### src/rtl/sync_fifo_reader.sv
// Read-side controller for a single-clock FIFO. It hides the FIFO's one-cycle read latency
// behind a 2-entry lookahead buffer and presents a valid/ready stream with a delivered-word count.
module sync_fifo_reader #(
  parameter int DATA_WIDTH = 8,
  parameter int CNT_WIDTH  = 16
) (
  input  logic                  clk,
  input  logic                  reset,
  input  logic                  enable,
  input  logic                  fifo_empty,
  input  logic [DATA_WIDTH-1:0] fifo_data,
  output logic                  fifo_read_en,
  output logic [DATA_WIDTH-1:0] out_data,
  output logic                  out_valid,
  input  logic                  out_ready,
  output logic [CNT_WIDTH-1:0]  rd_count,
  output logic                  busy
);

  typedef enum logic [1:0] {
    OCC_EMPTY = 2'd0,
    OCC_ONE   = 2'd1,
    OCC_TWO   = 2'd2
  } occ_e;

  occ_e                  occ_q, occ_d;
  logic                  inflight_q;
  logic [DATA_WIDTH-1:0] entry0_q, entry0_d;
  logic [DATA_WIDTH-1:0] entry1_q, entry1_d;
  logic [CNT_WIDTH-1:0]  count_q, count_d;
  logic                  pop;
  logic [1:0]            claimed;

  assign out_valid = (occ_q != OCC_EMPTY);
  assign pop       = out_valid && out_ready;
  assign out_data  = entry0_q;
  assign rd_count  = count_q;
  assign busy      = out_valid || inflight_q;

  // Slots already spoken for after this edge: buffered words plus the word in flight,
  // minus the one leaving now. A new read is only issued if a slot will remain free.
  assign claimed = occ_q + {1'b0, inflight_q} - {1'b0, pop};

  assign fifo_read_en = reset && enable && !fifo_empty && (claimed < 2'd2);

  always_comb begin
    // NOTE: every variable gets its hold value first so no path leaves it unassigned,
    // which would otherwise infer a latch.
    occ_d    = occ_q;
    entry0_d = entry0_q;
    entry1_d = entry1_q;
    count_d  = count_q;

    if (pop) begin
      count_d = count_q + CNT_WIDTH'(1);
    end

    case ({inflight_q, pop})
      2'b11: begin
        // Capture and pop together: occupancy unchanged, order preserved.
        if (occ_q == OCC_TWO) begin
          entry0_d = entry1_q;
          entry1_d = fifo_data;
        end else begin
          entry0_d = fifo_data;
        end
      end
      2'b10: begin
        case (occ_q)
          OCC_EMPTY: begin
            entry0_d = fifo_data;
            occ_d    = OCC_ONE;
          end
          OCC_ONE: begin
            entry1_d = fifo_data;
            occ_d    = OCC_TWO;
          end
          default: begin
            occ_d = occ_q;
          end
        endcase
      end
      2'b01: begin
        if (occ_q == OCC_TWO) begin
          entry0_d = entry1_q;
          occ_d    = OCC_ONE;
        end else begin
          occ_d = OCC_EMPTY;
        end
      end
      default: begin
        occ_d = occ_q;
      end
    endcase
  end

  always_ff @(posedge clk or negedge reset) begin
    if (!reset) begin
      // NOTE: the two data entries are plain registers, not a memory array, so they are
      // reset along with the control state and out_data reads 0 after reset.
      occ_q      <= OCC_EMPTY;
      inflight_q <= 1'b0;
      entry0_q   <= '0;
      entry1_q   <= '0;
      count_q    <= '0;
    end else begin
      // NOTE: non-blocking assignments so every register samples pre-edge values.
      occ_q      <= occ_d;
      inflight_q <= fifo_read_en;
      entry0_q   <= entry0_d;
      entry1_q   <= entry1_d;
      count_q    <= count_d;
    end
  end

endmodule

### config.mk
export PLATFORM = sky130hd
export DESIGN_NAME = sync_fifo_reader
export DESIGN_NICKNAME = d
export VERILOG_FILES = /design/src/rtl/sync_fifo_reader.sv
export SDC_FILE = /design/constraint.sdc
export NUM_CORES = 1
export LEC_CHECK = 0
export ABC_AREA = 1
export CORE_MARGIN = 3
export CORE_UTILIZATION = 45
export DETAILED_ROUTE_END_ITERATION = 6
export PLACE_DENSITY = 0.79
export REMOVE_ABC_BUFFERS = 1
export SLEW_MARGIN = 10
export SYNTH_ARGS = -nofsm -noshare
export SYNTH_HDL_FRONTEND = slang
export SYNTH_SLANG_ARGS = --single-unit
### constraint.sdc
create_clock -name clk -period 1.8 [get_ports clk]
set_input_delay 0.45 -clock clk [delete_from_list [all_inputs] [get_ports clk]]
set_output_delay 0.45 -clock clk [all_outputs]
set_load 0.005 [all_outputs]
---- Word level (Yosys, flattened, before mapping) ----
Index checks and enable logic that the tools add are counted.
cells by class
  $add $sub $neg .......................... 3
  $mul .................................... 0
  divide/modulo/power cells ............... 0
  order comparisons ....................... 1
  eq/ne operators ......................... 10
  shift operators ......................... 0
  multiplexer cells ....................... 10
  bitwise gates (word level) .............. 0
  reductions and logical operators ........ 14
operator list
  cell                                                                    number
  8-bit two-way mux                                                       5
  8-bit case mux with 3 select lines                                      1
  16-bit by 1-bit adder with 16-bit output (second input constant)        1
  8-bit case mux with 2 select lines                                      1
  2-bit inequality test (second input constant)                           4
  2-bit case mux with 2 select lines                                      2
  2-bit equality test (second input constant)                             3
  3-bit AND reduction                                                     2
  2-bit nonzero test                                                      3
  2-bit by 1-bit equality test with 1-bit output (second input constant)  2
  1-bit logical AND                                                       4
  3-bit inequality test (second input constant)                           1
  3-bit nonzero test                                                      1
  2-bit by 1-bit adder with 2-bit output                                  1
  2-bit logical NOT                                                       1
  2-bit less-than comparator (second input constant)                      1
  2-bit AND reduction                                                     1
  2-bit by 1-bit subtractor with 2-bit output                             1
  1-bit logical NOT                                                       1
  1-bit logical OR                                                        1
  1-bit two-way mux                                                       1
word-level totals
  register bits ........................... 35
  bits in latches ......................... 0
  memory bits (writable) .................. 0
  memory bits (read-only) ................. 0
  input port bits ......................... 13
  word-level logic and storage cells ...... 43
  memories kept ........................... 0

---- Depth between registers and ports, before layout ----
  word-level depth ........................ 5
  mapped depth ............................ 11
  depth with buffers taken out ............ 9

---- Least setup slack after synthesis ----
Ideal clock, no wire load.
  kind .................................... register to output
  start point ............................. reg occ_q[1]
  end point ............................... out fifo_read_en
  arrival time ............................ 1.486 ns
  data required time ...................... 1.350 ns
  slack ................................... -0.136 ns
  stages on the path, launching flop included .. 8
  cell sequence ........................... dfrtp_1 -> buf_4 -> nor2_2 -> nor2_4 -> ha_1 -> nor2_1 -> xnor2_1 -> nor3_1
on the way
  cells in the longest elaborated chain, start to end .. 5
RTL lines
  what                                                                            RTL line  source
  start: declaration                                                              26        occ_e occ_q, occ_d;
  start signal: assignment                                                        101       occ_q <= OCC_EMPTY;
  start signal: assignment                                                        108       occ_q <= occ_d;
  branches (longest 2 deep; another with 2-bit by 1-bit adder with 2-bit output)  -
  2-bit by 1-bit subtractor with 2-bit output (*)                                 42        assign claimed = occ_q + {1'b0, inflight_q} - {1'b0, pop};
  2-bit less-than comparator (*)                                                  44        assign fifo_read_en = reset && enable && !fifo_empty && (claimed < 2'd2);
  1-bit logical AND (*)                                                           44
  end: declaration                                                                12        output logic fifo_read_en,
Mark *: on every way between the ends.

---- Worst setup path in the final report ----
Ends and elaborated chain as after synthesis.

==> flow_summary.json <==
{
  "core_sq_mm": 0.00409,
  "synth_compound_area_frac": 0.126,
  "sw_frac_of_total": 0.379,
  "synthDistinctLibCells": 27,
  "max_cap_violations": 0,
  "detail-route-antenna-nets": 0,
  "io_buffer_count": 39,
  "cellPowerDensity_mw_per_mm2": 1340,
  "synth_fa_ha_area_frac": 0.0385,
  "layout_setup_ws_ns": -0.263,
  "grt_start_max_net_pins": 36,
  "rows": 23,
  "rsz0062_at_grt": "true",
  "place.gp.congestion": 0.824,
  "criticalPathCategory": "reg2out",
  "finalCritPeriodShare": 1.15,
  "synth_edf_count": 0,
  "overflow": 0,
  "endpoint": "fifo_read_en",
  "cp-end-kind": "output pin",
  "grt_pass1_wl_um": 7910,
  "cts_max_level": 2,
  "hold_viol_final": 0,
  "antenna_found_initial": 0,
  "syn-instance-count": 252,
  "synth_xor_xnor_area_share": 0.0449,
  "grt_pass1_vias": 1802,
  "violations": "setup timing",
  "die_w_um": 71.8,
  "whs_ns": 0.483,
  "die_h_um": 71.8,
  "post-synth-top-area-cell": "dfrtp_1",
  "combPwrFrac": 0.530,
  "cp.arrival_ns": 1.61,
  "synth_top_area_share": 0.449,
  "cts_hold_buf": 0,
  "seqPwrFrac": 0.330,
  "tightest_slew_ns": 0.464,
  "wl_um": 4580,
  "vias": 1858,
  "fin_nets": 343,
  "synthArstFlopShare": 1.00,
  "worstSetupStartpointType": "register",
  "drc": 0,
  "syn_to_final_growth_pct": 41.7,
  "ff2ff_path_depth": 8,
  "drv_slew": 0,
  "synthSimpleGateAreaFrac": 0.251,
  "synth_mux_area_frac": 0,
  "cts_tree": "done",
  "diodes": 0,
  "seq_area_frac_synth": 0.449,
  "fmax_mhz": 485,
  "dieArea_sq_mm": 0.00516,
  "synth_ff_type": "dfrtp_1",
  "track_usage": 0.195,
  "drt-pass1-iter-count": 5,
  "status": "finished with violations",
  "vias_per_cell": 4.98,
  "clock_latency_ns": 0.29,
  "crit_start": "occ_q[1]",
  "r2r_start": "occ_q[1]",
  "pin_count": 40,
  "syn_avg_cell_area_sq_um": 7.74,
  "fill_cells": 340,
  "dpl_cell_area_sq_mm": 0.00259,
  "cts_buffers": 5,
  "ys_top_cells_by_area": "dfrtp_1 (45%), nand2_1 (15%), inv_1 (6.9%)",
  "ir_drop_mv": 0.830,
  "r2r_slack_ns": 0.05,
  "wl_per_cell_um": 12.3,
  "cts_root_buf": "clkbuf_8",
  "hp-class": "reg2reg",
  "pwr-share-clk": 0.140,
  "p_int_uw": 2300,
  "finClkSkew_ns": 0.00250,
  "ys_ff_latch": 35,
  "clk_path_buf_depth": 2,
  "fin_cells": 373,
  "power.leakage_uw": 0.00134,
  "stdcell_area_sq_mm": 0.00276,
  "synth.cell_area_sq_mm": 0.00195,
  "crit_fanout": 4,
  "cp.required_ns": 1.35,
  "drive_gt1_frac": 0.176,
  "timing.rr.end": "entry1_q[7]",
  "final-setup-viol-count": 1,
  "placed_cells": 363,
  "drt-initial-drc-count": 119,
  "start_util": 0.477,
  "utilization": 0.676,
  "cts.sinks": 35,
  "path_clk_slew_ns": 0.07,
  "max_slew_margin": 0.691,
  "dpl.hpwl_um": 3390,
  "yosysWarnings": 0,
  "switchingPower_uw": 1400,
  "synth_top_family_by_area": "simple AND/OR/NAND/NOR gates",
  "min_period_ns": 2.06
}
-- cell usage after synthesis, types with 2 or more instances --
library cell and n:
buf_2 2, xor2_1 5, nor2_2 2, inv_2 2
o21ai_0 20, o22ai_1 8, ha_1 6, dfrtp_1 35
inv_1 36, nor3_1 2, a21oi_1 10, xnor2_1 5
nor2_1 12, nand2_1 79, o21ai_2 2, buf_4 2
nand4_1 4, nand3_1 11
-- cell usage in the layout (no fill, tap or decap), types with 2 or more instances in the layout --
cell             count
dfrtp_1             35
dlygate4sd2_1        3
inv_4                2
nand3_1             11
ha_1                 3
ha_4                 2
clkdlybuf4s50_1     35
nor2_1              11
nand2_1             79
nor3_2               2
inv_2                2
xnor2_1              4
nand4_1              4
clkbuf_8             5
o21ai_0             20
nor2_2               2
buf_4               26
o22ai_1              8
buf_6                4
inv_1               34
nor2_4               2
xor2_1               5
a21oi_1              9
-- metrics by stage --
stage / worst slack [ns] / setup TNS, ns / total power (uW)
floorplan: -0.121 / -0.228 / 2120
global placement: -0.954 / -6.17 / 3000
detailed placement: -1.03 / -7.06 / 3060
CTS: -0.332 / -0.332 / 3680
global route: -0.353 / -0.705 / 4020
finish: -0.263 / -0.263 / 3710
-- area by class of cell --
cell class | instances | area, sq um | area share
well taps | 50 | 62.6 | 0.0227
multi-input cells | 173 | 957 | 0.347
clock buffers | 6 | 72.6 | 0.0263
inverters | 39 | 151 | 0.0548
flip-flops and latches | 35 | 876 | 0.317
repair buffers | 70 | 642 | 0.232
-- logic make-up after synthesis --
| kind of cell | Yosys count |
|---|---|
| and+or+nand+nor | 115 |
| buffers and inverters | 44 |
| AOI/OAI and AO/OA | 42 |
| DFF | 35 |
| xor gates and xnor gates | 10 |
| adders and majority gates | 6 |
-- state kept, by name, indices dropped and copies added, names as in the netlist --
name,cells
rd_count,16
entry1_q,8
out_data,8
occ_q,2
inflight_q,1
-- worst min-delay path by stage --
stage	endpoint	depth (start not counted)	start	slack, ns
floorplan	entry1_q[0]	0	reset	0.15
global placement	out_data[3]	2	out_data[3]	0.46
detailed placement	out_data[5]	2	out_data[5]	0.47
CTS	out_data[5]	2	out_data[5]	0.49
global route	out_data[5]	2	out_data[5]	0.50
finish	out_data[5]	2	out_data[5]	0.48
-- per-layer routing --
metal  wire length, um  global-route usage  vias to the layer above
met4               104              0.0877                        0
li1                  -                   -                      941
met1              2040               0.255                      861
met5                 0                   0                        -
met3               229              0.0477                       12
met2              2210               0.305                       44
-- critical path, stage by stage, from the launching register on --
cell and delay, ns:
dfrtp_1 0.41, nor2_4 0.15, nor2_4 0.07, ha_4 0.17, xnor2_2 0.13, xnor2_1 0.13, nor3_2 0.13, buf_2 0.14
-- power groups by stage --
| stage | clock (uW) | combinational (uW) | sequential [uW] |
|---|---|---|---|
| floorplan | 0 | 875 | 1250 |
| global placement | 0 | 1780 | 1220 |
| detailed placement | 0 | 1830 | 1230 |
| CTS | 536 | 1920 | 1220 |
| global route | 574 | 2190 | 1260 |
| finish | 518 | 1970 | 1220 |
-- what timing repair did --
item,CTS,global route
resized for setup,15,11
setup buffers,3,1
pin swaps,6,5
setup endpoints to repair,11,19
cloned,0,1
Note: power is estimated with default switching activity, not from simulation.
